## src/rtl/id_ex_skid.sv

```systemverilog
`default_nettype none
// ============================================================================
// Module      : id_ex_skid
// Description : ID/EX pipeline register with a one-entry skid buffer, flush,
//               sticky immediate sign-extension check and stall counter.
// Revision    : 1.0 - initial release
// ============================================================================
module id_ex_skid #(
    parameter int DATA_W = 16,
    parameter int IMM_W  = 8
) (
    input  logic              clk,
    input  logic              rst_n,
    input  logic              in_valid,
    output logic              in_ready,
    input  logic [3:0]        in_op,
    input  logic [3:0]        in_rd,
    input  logic [DATA_W-1:0] in_rs_val,
    input  logic [DATA_W-1:0] in_rt_val,
    input  logic [IMM_W-1:0]  in_imm,
    input  logic [DATA_W-1:0] in_imm_ext,
    output logic              out_valid,
    input  logic              out_ready,
    output logic [3:0]        out_op,
    output logic [3:0]        out_rd,
    output logic [DATA_W-1:0] out_rs_val,
    output logic [DATA_W-1:0] out_rt_val,
    output logic [DATA_W-1:0] out_imm_ext,
    input  logic              flush,
    output logic              ext_err,
    output logic [7:0]        stall_cnt
);

    localparam int c_PAY_W = 8 + 3 * DATA_W;

    logic               r_mainValid;
    logic               r_skidValid;
    logic               r_inReady;
    logic               r_extErr;
    logic [7:0]         r_stallCnt;
    logic [c_PAY_W-1:0] r_mainPay;
    logic [c_PAY_W-1:0] r_skidPay;

    logic               w_accept;
    logic               w_handoff;
    logic [c_PAY_W-1:0] w_inPay;
    logic [DATA_W-1:0]  w_immSext;

    assign w_accept  = in_valid & r_inReady;
    assign w_handoff = r_mainValid & out_ready;
    assign w_inPay   = {in_op, in_rd, in_rs_val, in_rt_val, in_imm_ext};
    assign w_immSext = {{(DATA_W - IMM_W){in_imm[IMM_W-1]}}, in_imm};

    // While the skid entry is full in_ready is low, so no accept can coincide
    // with a skid-to-main move.
    always_ff @(posedge clk or negedge rst_n) begin
        if (!rst_n) begin
            r_mainValid <= 1'b0;
            r_skidValid <= 1'b0;
            r_inReady   <= 1'b1;
            r_mainPay   <= '0;
            r_skidPay   <= '0;
        end else if (flush) begin
            r_mainValid <= 1'b0;
            r_skidValid <= 1'b0;
            r_inReady   <= 1'b1;
        end else if (w_handoff && r_skidValid) begin
            r_mainPay   <= r_skidPay;
            r_skidValid <= 1'b0;
            r_inReady   <= 1'b1;
        end else if (w_accept && (!r_mainValid || w_handoff)) begin
            r_mainPay   <= w_inPay;
            r_mainValid <= 1'b1;
        end else if (w_accept) begin
            r_skidPay   <= w_inPay;
            r_skidValid <= 1'b1;
            r_inReady   <= 1'b0;
        end else if (w_handoff) begin
            r_mainValid <= 1'b0;
        end
    end

    always_ff @(posedge clk or negedge rst_n) begin
        if (!rst_n) begin
            r_extErr <= 1'b0;
        end else if (w_accept && (in_imm_ext != w_immSext)) begin
            r_extErr <= 1'b1;
        end
    end

    always_ff @(posedge clk or negedge rst_n) begin
        if (!rst_n) begin
            r_stallCnt <= 8'h00;
        end else if (r_mainValid && !out_ready && (r_stallCnt != 8'hFF)) begin
            r_stallCnt <= r_stallCnt + 8'd1;
        end
    end

    assign in_ready    = r_inReady;
    assign out_valid   = r_mainValid;
    assign out_op      = r_mainPay[3*DATA_W+7 : 3*DATA_W+4];
    assign out_rd      = r_mainPay[3*DATA_W+3 : 3*DATA_W];
    assign out_rs_val  = r_mainPay[3*DATA_W-1 : 2*DATA_W];
    assign out_rt_val  = r_mainPay[2*DATA_W-1 : DATA_W];
    assign out_imm_ext = r_mainPay[DATA_W-1 : 0];
    assign ext_err     = r_extErr;
    assign stall_cnt   = r_stallCnt;

endmodule
`default_nettype wire

```

## config.mk

```make
export PLATFORM = sky130hd
export DESIGN_NAME = id_ex_skid
export DESIGN_NICKNAME = d
export VERILOG_FILES = /design/src/rtl/id_ex_skid.sv
export SDC_FILE = /design/constraint.sdc
export NUM_CORES = 1
export LEC_CHECK = 0
export ABC_CLOCK_PERIOD_IN_PS = 3200
export BUFFER_PORTS_ARGS = -buffer_cell sky130_fd_sc_hd__buf_4
export CORE_MARGIN = 2
export CORE_UTILIZATION = 57
export CTS_CLUSTER_DIAMETER = 200
export DETAILED_ROUTE_END_ITERATION = 12
export PLACE_DENSITY_LB_ADDON = 0.05
export SYNTH_ARGS = -nofsm -noshare
export SYNTH_HDL_FRONTEND = slang
export SYNTH_SLANG_ARGS = --single-unit
```

## constraint.sdc

```tcl
create_clock -name clk -period 3.2 [get_ports clk]
set_input_delay 0.16 -clock clk [delete_from_list [all_inputs] [get_ports clk]]
set_output_delay 0.16 -clock clk [all_outputs]
set_load 0.01 [all_outputs]
```

==> results.sh <==
export IMPL_maxSlewViolCount=0
export IMPL_period_needed_ns=2.17
export IMPL_maxCapViolCount=0
export IMPL_grt_pass1_wl_um=20100
export IMPL_clk_pin_slew_ns=0.06
export IMPL_syn_to_final_growth_pct=42.1
export IMPL_synth_compound_area_frac=0.0705
export IMPL_status="finished clean"
export IMPL_max_slew_margin=0.396
export IMPL_fill_cells=509
export IMPL_cpPeakStageDelay_ns=0.69
export IMPL_synth_top_area_share=0.572
export IMPL_core_area_um2=9200
export IMPL_cts_buffers=17
export IMPL_yosys_register_bits=124
export IMPL_nets=699
export IMPL_synthArstFlopShare=1.00
export IMPL_detail_route_iter0_violations=134
export IMPL_synth_xor_area_frac=0.0195
export IMPL_cts_resized=0
export IMPL_grt_usage=0.253
export IMPL_placed_area_um2=6430
export IMPL_synth_top_family_by_area="multiplexers"
export IMPL_final_cell_mix="141 x buf_4, 123 x dfrtp_1, 62 x a21oi_1"
export IMPL_routed_via_density=5.44
export IMPL_dieArea_um2=10200
export IMPL_crit_required_ns=3.63
export IMPL_critical_path_top_delay_family="buffers and inverters"
export IMPL_holdWs_ns=0.122
export IMPL_num_antenna_cells=0
export IMPL_cts_sinks=124
export IMPL_max_freq_ghz=0.460
export IMPL_place_inst=661
export IMPL_final_layout_size_suffix_gt1_frac=0.368
export IMPL_syn_instance_count=433
export IMPL_instances_no_fill=752
export IMPL_utilization=0.832
export IMPL_dieHeight_um=101
export IMPL_endpoint_kind="register"
export IMPL_htreeDepth=4
export IMPL_layout_cells_most_common="buf_4"
export IMPL_post_route_period_util=0.679
export IMPL_io_pins=136
export IMPL_synth_cell_types=31
export IMPL_critical_path_class="register to register"
export IMPL_start_kind="register"
export IMPL_wl_per_cell_um=16.5
export IMPL_chipWidth_um=101
export IMPL_ys_warn_count=0
export IMPL_crit_arrival_ns=2.60
export IMPL_finalInstanceArea_um2=7650
export IMPL_final_setup_tns_ns=0
export IMPL_synth_area_mux_share=0.226
export IMPL_dr_pass1_iters=5
export IMPL_power_leakage_nw=3.80
export IMPL_yosysSeqAreaShare=0.577
export IMPL_clock_skew_ns=0.0117
export IMPL_path_cells="nand2_1 > a211oi_4 > buf_4 > nor2_1 > a21oi_1"
export IMPL_cts_tree="yes"
export IMPL_cts_root_buf="clkbuf_8"
export IMPL_antenna_found_initial=0
export IMPL_crit_fanout=90
export IMPL_worstMarginPinSlew_ns=0.907
export IMPL_port_buffers=135
export IMPL_synthTopCellsByArea="dfrtp_1 57%, mux2_2 12%, mux2i_1 10%"
export IMPL_hold_viol=0
export IMPL_drt_total_wl_um=12400
export IMPL_syn_area_um2=5380
export IMPL_grt_ovfl_total=0
export IMPL_via_count=4089
export IMPL_synth_fa_ha_area_frac=0.00233
export IMPL_cts_setup_buffers=0
export IMPL_grt_setup_unrepaired="false"
export IMPL_grt_max_degree=91
export IMPL_drc_errors=0
export IMPL_synth_edff_count=0
export IMPL_synth_nets=503
export IMPL_ys_flop_type="dfrtp_1"
export IMPL_synth_top_cell_by_area="dfrtp_1"
export IMPL_rows=35
export IMPL_setup_viol=0
export IMPL_clk_latency_ns=0.51
export IMPL_clockBufferDepth=2
export IMPL_yosys_area_share_simple=0.0700
export IMPL_post_synth_cell_area_avg_um2=12.4
export IMPL_cts_hold_buf=60
export IMPL_powerDensity_nw_per_um2=680
export IMPL_min_path_type="input pin to asynchronous set/reset pin"
export IMPL_start_util=0.585
export IMPL_ir_drop_uv=484
export IMPL_antenna_left=0
export IMPL_path_buf_inv=1
export IMPL_gp_congestion=0.862
export IMPL_cp_slowest_cell="buf_4"
export IMPL_hpwl_um=7420
export IMPL_grt_pass1_vias=4181
layout make-up:
class / instances / area, um^2 / area share
inverter: 2 / 7.51 / 0.000982
multi-input combinational: 282 / 2110 / 0.275
tap: 111 / 139 / 0.0182
timing repair buffer: 202 / 1680 / 0.220
sequential: 124 / 3100 / 0.406
clock buffer: 18 / 418 / 0.0546
clock inverter: 13 / 194 / 0.0254
power breakdown:
part | internal (mW) | switching, mW | total [mW]
Sequential | 1.95 | 0.240 | 2.19
Clock | 1.27 | 0.710 | 1.98
Combinational | 0.596 | 0.439 | 1.03
Total | 3.81 | 1.39 | 5.20
synthesized netlist by cell type, types with 2 or more instances:
master   count
nand3_1      2
mux2i_1     56
nand2_1      7
and3_1       4
nand4_1      3
nor4_1       4
nor2_1      58
a21oi_1     62
inv_1        2
a31oi_1      2
buf_4        4
dfrtp_1    123
mux2_2      58
buf_2       13
xor2_1      11
nor3_1       3
buf_6        7
through the flow:
step           setup slack (ns)  total power, mW
6_report                   1.03             5.20
2_1_floorplan              1.53             2.67
4_1_cts                    1.04             5.23
3_5_place_dp               1.08             3.18
3_3_place_gp               1.11             3.12
5_1_grt                   0.850             5.44
cells by family (layout without fill, tap and decap cells):
group	after synthesis	after routing
buffers and inverters	27	235
adders and majority gates	1	1
muxes	114	114
and+or+nand+nor	85	85
DFF	124	124
AOI/OAI and AO/OA	70	70
xor gates and xnor gates	12	12
path summary, 6_finish.rpt:
| path | startpoint | endpoint | slack [ns] | cells after the start |
|---|---|---|---|---|
| setup reg to reg | in_ready | r_mainPay[36] | 1.03 | 5 |
| setup / recovery | in_ready | r_mainPay[36] | 1.03 | 5 |
| hold / removal | rst_n | r_mainPay[49] | 0.12 | 2 |
| min in group clk | in_imm[6] | ext_err | 0.24 | 5 |
| max in group asynchronous | rst_n | r_mainPay[12] | 2.35 | 3 |
| hold reg to reg | ext_err | ext_err | 0.47 | 1 |
per-layer routing:
metal / GRT usage / vias to the layer above / wire, um
met5: 0 / - / 0
met4: 0.0811 / 0 / 173
met3: 0.0573 / 13 / 531
met2: 0.438 / 118 / 6570
met1: 0.319 / 2043 / 5160
li1: - / 1915 / -
state kept, by name (all words and copies together) (netlist names):
name         cells
stall_cnt        8
r_mainPay       56
ext_err          1
r_skidValid      1
out_valid        1
r_skidPay       56
in_ready         1
No activity file was read; power rests on OpenSTA's default activity.
